<file path="src/rtl/rc4_pkg.sv">
// Shared types and widths for the RC4 key-search controller and its engines.
// The owner decode maps each controller state to the engine holding S-memory.
package rc4_pkg;

    localparam int KEY_W  = 24;
    localparam int ADDR_W = 8;
    localparam int DATA_W = 8;

    typedef enum logic [3:0] {
        S_IDLE,
        S_INIT_GO,
        S_INIT_WAIT,
        S_SHUF_GO,
        S_SHUF_WAIT,
        S_DEC_GO,
        S_DEC_WAIT,
        S_NEXT_KEY,
        S_FOUND,
        S_FAIL
    } state_t;

    typedef enum logic [1:0] {
        OWN_NONE,
        OWN_INIT,
        OWN_SHUF,
        OWN_DEC
    } owner_t;

    function automatic owner_t owner_of(input state_t s);
        owner_t o;
        o = OWN_NONE;
        case (s)
            S_INIT_GO, S_INIT_WAIT: o = OWN_INIT;
            S_SHUF_GO, S_SHUF_WAIT: o = OWN_SHUF;
            S_DEC_GO,  S_DEC_WAIT:  o = OWN_DEC;
            default:                o = OWN_NONE;
        endcase
        return o;
    endfunction

endpackage

</file>
<file path="src/rtl/rc4_mem_mux.sv">
// Combinational S-memory port mux; only the owning engine reaches mem_*.
// With no owner the port is parked at zero so stray writes cannot land.
module rc4_mem_mux
    import rc4_pkg::*;
(
    input  owner_t              owner,
    input  logic [ADDR_W-1:0]   init_addr,
    input  logic [DATA_W-1:0]   init_data,
    input  logic                init_wren,
    input  logic [ADDR_W-1:0]   shuf_addr,
    input  logic [DATA_W-1:0]   shuf_data,
    input  logic                shuf_wren,
    input  logic [ADDR_W-1:0]   dec_addr,
    input  logic [DATA_W-1:0]   dec_data,
    input  logic                dec_wren,
    output logic [ADDR_W-1:0]   mem_address,
    output logic [DATA_W-1:0]   mem_data,
    output logic                mem_wren
);

    always_comb begin
        mem_address = '0;
        mem_data    = '0;
        mem_wren    = 1'b0;
        case (owner)
            OWN_INIT: begin
                mem_address = init_addr;
                mem_data    = init_data;
                mem_wren    = init_wren;
            end
            OWN_SHUF: begin
                mem_address = shuf_addr;
                mem_data    = shuf_data;
                mem_wren    = shuf_wren;
            end
            OWN_DEC: begin
                mem_address = dec_addr;
                mem_data    = dec_data;
                mem_wren    = dec_wren;
            end
            default: ;
        endcase
    end

endmodule

</file>
<file path="src/rtl/rc4_key_search_ctrl.sv">
// Brute-force RC4 key search sequencer: init, shuffle, decrypt per key,
// stepping keys from KEY_MIN to KEY_MAX with a per-wait watchdog.
module rc4_key_search_ctrl
    import rc4_pkg::*;
#(
    parameter logic [KEY_W-1:0] KEY_MIN = 24'h000000,
    parameter logic [KEY_W-1:0] KEY_MAX = 24'h3FFFFF,
    parameter int               TIMEOUT = 1024
) (
    input  logic                clk,
    input  logic                reset,
    input  logic                start,
    output logic                init_start,
    output logic                shuf_start,
    output logic                dec_start,
    input  logic                init_finish,
    input  logic                shuf_finish,
    input  logic                dec_finish,
    input  logic                dec_key_ok,
    input  logic [ADDR_W-1:0]   init_addr,
    input  logic [DATA_W-1:0]   init_data,
    input  logic                init_wren,
    input  logic [ADDR_W-1:0]   shuf_addr,
    input  logic [DATA_W-1:0]   shuf_data,
    input  logic                shuf_wren,
    input  logic [ADDR_W-1:0]   dec_addr,
    input  logic [DATA_W-1:0]   dec_data,
    input  logic                dec_wren,
    output logic [ADDR_W-1:0]   mem_address,
    output logic [DATA_W-1:0]   mem_data,
    output logic                mem_wren,
    output logic [KEY_W-1:0]    secret_key,
    output logic                done,
    output logic                found,
    output logic                err
);

    localparam logic [15:0] WD_LAST = 16'(TIMEOUT - 1);

    state_t      state;
    logic [15:0] wd;
    logic        wd_hit;
    owner_t      owner;

    assign wd_hit     = (wd == WD_LAST);
    assign init_start = (state == S_INIT_GO);
    assign shuf_start = (state == S_SHUF_GO);
    assign dec_start  = (state == S_DEC_GO);
    assign owner      = owner_of(state);

    always_ff @(posedge clk or negedge reset) begin
        if (!reset) begin
            state      <= S_IDLE;
            secret_key <= KEY_MIN;
            wd         <= '0;
            done       <= 1'b0;
            found      <= 1'b0;
            err        <= 1'b0;
        end else begin
            case (state)
                S_IDLE, S_FOUND, S_FAIL: begin
                    if (start) begin
                        secret_key <= KEY_MIN;
                        done       <= 1'b0;
                        found      <= 1'b0;
                        err        <= 1'b0;
                        state      <= S_INIT_GO;
                    end
                end
                // each GO cycle arms the watchdog for the WAIT that follows
                S_INIT_GO: begin
                    wd    <= '0;
                    state <= S_INIT_WAIT;
                end
                S_SHUF_GO: begin
                    wd    <= '0;
                    state <= S_SHUF_WAIT;
                end
                S_DEC_GO: begin
                    wd    <= '0;
                    state <= S_DEC_WAIT;
                end
                S_INIT_WAIT: begin
                    if (init_finish) begin
                        state <= S_SHUF_GO;
                    end else if (wd_hit) begin
                        state <= S_FAIL;
                        done  <= 1'b1;
                        err   <= 1'b1;
                    end else begin
                        wd <= wd + 16'd1;
                    end
                end
                S_SHUF_WAIT: begin
                    if (shuf_finish) begin
                        state <= S_DEC_GO;
                    end else if (wd_hit) begin
                        state <= S_FAIL;
                        done  <= 1'b1;
                        err   <= 1'b1;
                    end else begin
                        wd <= wd + 16'd1;
                    end
                end
                S_DEC_WAIT: begin
                    if (dec_finish) begin
                        if (dec_key_ok) begin
                            state <= S_FOUND;
                            done  <= 1'b1;
                            found <= 1'b1;
                        end else if (secret_key == KEY_MAX) begin
                            state <= S_FAIL;
                            done  <= 1'b1;
                        end else begin
                            state <= S_NEXT_KEY;
                        end
                    end else if (wd_hit) begin
                        state <= S_FAIL;
                        done  <= 1'b1;
                        err   <= 1'b1;
                    end else begin
                        wd <= wd + 16'd1;
                    end
                end
                S_NEXT_KEY: begin
                    secret_key <= secret_key + 1'b1;
                    state      <= S_INIT_GO;
                end
                default: state <= S_IDLE;
            endcase
        end
    end

    rc4_mem_mux u_mem_mux (
        .owner       (owner),
        .init_addr   (init_addr),
        .init_data   (init_data),
        .init_wren   (init_wren),
        .shuf_addr   (shuf_addr),
        .shuf_data   (shuf_data),
        .shuf_wren   (shuf_wren),
        .dec_addr    (dec_addr),
        .dec_data    (dec_data),
        .dec_wren    (dec_wren),
        .mem_address (mem_address),
        .mem_data    (mem_data),
        .mem_wren    (mem_wren)
    );

endmodule

</file>
<file path="config.mk">
export PLATFORM = sky130hd
export DESIGN_NAME = rc4_key_search_ctrl
export DESIGN_NICKNAME = d
export VERILOG_FILES = /design/src/rtl/rc4_pkg.sv /design/src/rtl/rc4_mem_mux.sv /design/src/rtl/rc4_key_search_ctrl.sv
export SDC_FILE = /design/constraint.sdc
export NUM_CORES = 1
export LEC_CHECK = 0
export BUFFER_PORTS_ARGS = -buffer_cell sky130_fd_sc_hd__buf_2
export CORE_MARGIN = 2
export CORE_UTILIZATION = 45
export DETAILED_ROUTE_END_ITERATION = 16
export GPL_TIMING_DRIVEN = 1
export HOLD_SLACK_MARGIN = 0.15
export PLACE_DENSITY = 0.73
export REMOVE_ABC_BUFFERS = 1
export SYNTH_ARGS = -nofsm -noshare
export SYNTH_HDL_FRONTEND = slang
export SYNTH_SLANG_ARGS = --single-unit
</file>
<file path="constraint.sdc">
create_clock -name clk -period 2.3 [get_ports clk]
set_input_delay 0.23 -clock clk [delete_from_list [all_inputs] [get_ports clk]]
set_output_delay 0.23 -clock clk [all_outputs]
set_load 0.05 [all_outputs]
</file>
## Word level (Yosys, flattened, before mapping)

Cells that the tools add are included.

- Add/sub/neg operators: 2
- Equality and inequality tests: 21
- Mux-type cells: 35
- Reductions and logical operators: 15

Operator list:

| operator | number |
|---|---|
| 16-bit two-way mux | 4 |
| 16-bit case mux with 4 select lines | 1 |
| 24-bit case mux with 2 select lines | 1 |
| 8-bit case mux with 3 select lines | 2 |
| 4-bit case mux with 8 select lines | 1 |
| 4-bit two-way mux | 7 |
| 24-bit by 1-bit adder with 24-bit output (second input constant) | 1 |
| 24-bit by 22-bit equality test with 1-bit output (second input constant) | 1 |
| 24-bit two-way mux | 1 |
| 16-bit by 1-bit adder with 16-bit output (second input constant) | 1 |
| 16-bit by 10-bit equality test with 1-bit output (second input constant) | 1 |
| 4-bit by 3-bit equality test with 1-bit output (second input constant) | 4 |
| 1-bit two-way mux | 13 |
| 2-bit != test (second input constant) | 6 |
| 5-bit AND reduction | 2 |
| 4-bit by 2-bit equality test with 1-bit output (second input constant) | 2 |
| 4-bit equality test (second input constant) | 2 |
| 1-bit case mux with 4 select lines | 2 |
| 4-bit AND reduction | 2 |
| 4-bit nonzero test | 2 |
| 2-bit case mux with 3 select lines | 1 |
| 2-bit OR reduction | 3 |
| 3-bit OR reduction | 2 |
| 2-bit equality test (second input constant) | 2 |
| 8 further kinds | 9 |

- Flip-flop bits (word level): 47
- Output and inout port bits: 47
- Logic and storage cells: 79

## Logic depth before layout (Yosys ltp)

- Depth in word-level cells: 5
- Gate-level depth with buffers: 8
- Depth with buffers taken out: 6

## Hierarchy

From an unflattened synthesis, not the netlist that was laid out.

- Cells, all modules: 340
- Area total of the unflattened synthesis: 3098.0 sq um

By module, submodules not included:

| module | instances | cells an instance | area an instance (sq um) | sequential area each (sq um) |
|---|---|---|---|---|
| rc4_key_search_ctrl | 1 | 299 | 2643.8 | 1176.1 |
| rc4_mem_mux | 1 | 41 | 454.2 | 0.0 |

## Least setup slack after synthesis

Ideal clock, no wire load.

- Kind: register to output
- From: register state[0]
- To: output port mem_address[0]
- Arrival time: 2086 ps
- Required time: 2070 ps
- Setup slack: -16 ps
- Stages on the path, launching flop included: 7
- Path buffers: 1
- Cells stage by stage: dfrtp_1 -> or2b_1 -> and2_4 -> nor3_2 -> buf_2 -> a222oi_1 -> nor2_1

- Word-level cells in the longest chain between the ends: 5

Ends and longest elaborated chain:

| item | RTL line | source |
|---|---|---|
| start, declared | rc4_key_search_ctrl.sv:40 | `state_t state;` |
| start signal, assigned | rc4_key_search_ctrl.sv:53 | `state <= S_IDLE;` |
| start signal, assigned | rc4_key_search_ctrl.sv:67 | `state <= S_INIT_GO;` |
| start signal, assigned | rc4_key_search_ctrl.sv:73 | `state <= S_INIT_WAIT;` |
| 4-bit by 3-bit equality test with 1-bit output, or another cell as far along | rc4_pkg.sv:32 | `case (s)` |
| 2-bit OR reduction | rc4_pkg.sv:32 |  |
| 2-bit case mux with 3 select lines * | rc4_pkg.sv:32 |  |
| 2-bit equality test / 2-bit by 1-bit equality test with 1-bit output (equally long branches) | rc4_mem_mux.sv:25 | `case (owner)` |
| 8-bit case mux with 3 select lines * | rc4_mem_mux.sv:25 |  |
| end, declared | rc4_key_search_ctrl.sv:29 | `output logic [ADDR_W-1:0] mem_address,` |

Mark *: on every way between the ends. The rest lies on a longest branch, timed or not.

## Worst setup path after layout

- From: register state[1]
- To: output port mem_address[5]

The elaborated chain is that of the path after synthesis.

==> flow_results.org <==
** Run status
- The flow ran to the end, and the final reports show no timing, DRC or antenna violations.

** Die
- DIE HEIGHT :: 85.5 um
- The die covers 7300 um^2.
- Horizontal die dimension :: 85.5 um
- Once the floorplan was initialized, standard cells occupied 46.8% of the core.
- Number of primary I/O pins :: 105
- Placeable Area :: 6390 um^2
- The floorplan has 29 rows.

** Global route
- Via count of the first global-routing pass :: 2897
- Total routing usage reported by global routing :: 21.6%
- Entering global routing, the biggest net connects 48 pins.
- Overall overflow remaining after global route :: 0
- The first global-routing pass estimated 13200 um of wire.
- Antenna violations before repair :: 0

** Run
- Across the run, the number of max-cap violations was 0.

** Clock network
- Number of H-tree levels :: 2
- The tree is rooted in a clkbuf_8.
- Num CTS Buffers :: 5
- Skew-Pair Late Insertion Delay :: 0.30 ns
- TritonCTS Sinks :: 47
- CTS max path bufs :: 2
- Clock-pin slew of the registers on the worst-case setup and hold paths :: 0.08 ns
- TritonCTS clock tree :: built

** Worst setup path
- Crit path depth :: 7
- Endpoint class of the critical path :: primary output
- The setup path with the least slack is of type flip-flop to primary output.
- Critical path data required time :: 2.07 ns
- Walking the worst path, the cells encountered are buf_6, nand2b_4, and2_4, or2_4, a222oi_1, nor2_1, buf_4.
- Critical path's largest stage delay :: 0.41 ns
- Category of the worst setup path launch point :: flip-flop
- Crit Path Max Fanout :: 8
- Counting both buffers and inverters, the worst setup path holds a total of 2.
- The slowest stage of the critical path is the dfrtp_1 cell.
- Depth of the worst register-to-register path :: 6
- In this design, the largest share of critical-path delay is due to simple AND/OR/NAND/NOR gates.
- STA puts the critical path data arrival time at 2.04 ns.

** Power and ir drop
- Max rail drop VDD :: 0.00137 V
- For this design the ratio of total power to cell area is 1350 nW/um^2.
- Leak pwr :: 0.00187 uW

** Yosys
- After synthesis, the largest family of logic cells by area is simple AND/OR/NAND/NOR gates.
- In the synthesized netlist the dominant register cell turns out to be dfrtp_1.
- Share of async-settable or async-resettable flops after synthesis :: 100%
- Post-Synth Simple-Gate Area :: 30.7%
- Post-synth top area share :: 39.4%
- Counting flops and latches in the post-synthesis netlist gives 47.
- Count of unique library cells instantiated by Yosys :: 59
- Summing the areas of all compound-gate instances in the mapped netlist gives 23.8% of the synthesized area.
- Summing the areas of all xor and xnor instances in the mapped netlist gives 0.880% of the synthesized area.
- Instance count of the mapped netlist :: 345
- Measured against the total synthesized area, the mux share comes to 0.670%.
- Biggest area contributors in the synthesized netlist :: dfrtp_1 39%, o21ai_0 5.9%, a222oi_1 5.7%
- Total of warnings raised by yosys :: 0
- Sequential elements use 39.4% of the synthesized area.
- The mapped netlist covers 2990 um^2.
- After Yosys synthesis, full adders, half adders and majority gates account for 0.838% of the synthesized area.
- dfrtp_1 takes more of the synthesized area than any other cell.
- Synthesized area divided by synthesized cell count :: 8.66 um^2
- Post-synth EDFFs :: 0

** Routing
- The first detailed-routing pass ran for 7 iterations.
- After detailed routing, the number of remaining DRC violations is 0.
- The final layout contains routed wiring with a total length of 8250 um.
- Summing over every cut layer, the via total after detailed routing is 3185.
- Drt initial violations :: 259
- Number of routed nets with antenna violations :: 0
- Routed vias/inst :: 5.89
- Drt wl/cell :: 15.3 um

** Timing
- Static timing analysis puts the maximum clock frequency at 0.440 GHz.
- Dividing the final minimum period by the clock period gives 98.8%.
- Across the routed clock network, the largest skew measured is 0.00963 ns.
- The worst path in the final design needs a cycle of 2.27 ns, including I/O delays and setup.
- Transition time at the pin with the least slew margin :: 0.604 ns
- Setup violations remaining at the end of the flow were counted as 0.
- Final-layout worst hold slack :: 0.302 ns
- The final-report hold violation count is 0.
- Max-slew violation count :: 0
- RSZ-0062 raised after global routing :: true
- Worst rel slew slack :: 59.7%

** Layout
- Leading cell type in the layout, fill and taps excluded :: buf_2
- Once layout is done, the placed cells without fillers occupy 3920 um^2.
- Fillers :: 582
- Filler-free cell count of the finished design :: 541
- The library cells used most frequently in the layout, excluding fill and tap cells, are 87 x buf_2, 45 x dfrtp_1, 39 x nor2_1.
- In the final layout, the multi-input gates occupy 1720 um^2.
- Number of antenna repair diodes :: 0
- Area growth, synth to finish :: 31.3%
- Reg area :: 1180 um^2
- Share of cells above drive strength 1 :: 33.6%
- For this run, the post-layout net count is 523.

** Hold path
- The worst hold path passes through 3 cells.
- HP Class :: primary input to flip-flop

** Place
- Placed wire-length estimate :: 5970 um
- Port-buffer cells :: 104
- Once placement finished, the instance area stood at 3640 um^2.
- Routability-driven placement finished with a final weighted congestion of 0.851.
- Number of instances in the placed design :: 527
[worst paths after layout]
check	slack, ns	endpoint	startpoint
setup reg to reg	0.23	wd[9]	state[0]
hold / removal	0.30	state[2]	dec_key_ok
min in group asynchronous	0.54	secret_key[6]	reset
hold reg to reg	0.49	done	done
max in group asynchronous	1.31	state[2]	reset
setup / recovery	0.03	mem_address[5]	state[1]
[sequential cells by signal (all words and copies together), names as in the netlist]
| name | count |
|---|---|
| secret_key | 24 |
| wd | 16 |
| state | 4 |
| done | 1 |
| err | 1 |
| found | 1 |
[synthesized netlist by cell type (3+ instances only)]
master    instances
nand2_1          31
o31ai_1          10
buf_2             6
o21ai_0          35
nand3_1          27
nand4_1           9
and4_1            3
or4_1             3
a21oi_1          16
and3_1           12
a31oi_1           4
dfrtp_1          47
nor2b_1           3
nand2b_1          4
a222oi_1         17
or3_1             7
buf_6             3
nor3_2            3
nor2_1           39
inv_1             4
clkbuf_1          7
o211ai_1          3
nor3_1            4
[stage by stage]
| stage | total power, uW | utilization [%] | setup slack [ns] | setup TNS, ns |
|---|---|---|---|---|
| 2_1_floorplan | 3360 | - | -0.274 | -4.66 |
| 3_3_place_gp | 4150 | 57.0 | 0.176 | 0 |
| 3_5_place_dp | 4200 | 57.0 | 0.105 | 0 |
| 4_1_cts | 5120 | 60.2 | 0.0145 | 0 |
| 5_1_grt | 5580 | 61.4 | -0.0502 | -0.264 |
| 6_report | 5290 | 61.4 | 0.0280 | 0 |
[logic make-up (layout without fill, tap and decap cells)]
| kind of cell | Yosys count | count (layout) |
|---|---|---|
| and+or+nand+nor | 166 | 167 |
| AOI/OAI and AO/OA | 104 | 104 |
| DFF | 47 | 47 |
| buffers and inverters | 21 | 139 |
| xor gates and xnor gates | 3 | 3 |
| adders and majority gates | 2 | 2 |
| muxes | 2 | 2 |
[area by class of cell]
cell class	count	share of cell area [%]
clock buffer	6	2.11
clock inverter	2	0.989
inverter	4	0.383
multi-input combinational	278	43.8
sequential	47	30.1
tap	77	2.46
timing repair buffer	127	20.2
[report_power, final]
group	total (uW)	internal, uW	switching, uW
combinational	3620	1270	2350
sequential	1030	924	103
clock	645	358	288
total	5290	2550	2740
[repair_timing]
item                                    in CTS  in global routing
hold endpoints to repair                    47                  0
hold buffers                                 1                  0
setup buffers                                0                  4
endpoints found under the setup margin      17                 17
pin swaps                                    6                 11
gates resized for setup                     25                 13
cloned                                       1                  0
[worst reg2reg max path, cell delays in order, from the launching register on]
cell	delay, ns
dfrtp_1	0.40
buf_6	0.16
o211a_1	0.25
nor3_4	0.21
nand3_2	0.26
or4_1	0.55
a21oi_1	0.17
[routing by layer]
layer,part of all wire [%],wire length (um),global-route usage [%]
met1,43,3530,28.2
met2,51,4220,38.4
met3,5.5,450,3.11
met4,0.56,46,4.18
met5,0,0,0
Note: power is estimated with default switching activity, not from simulation.
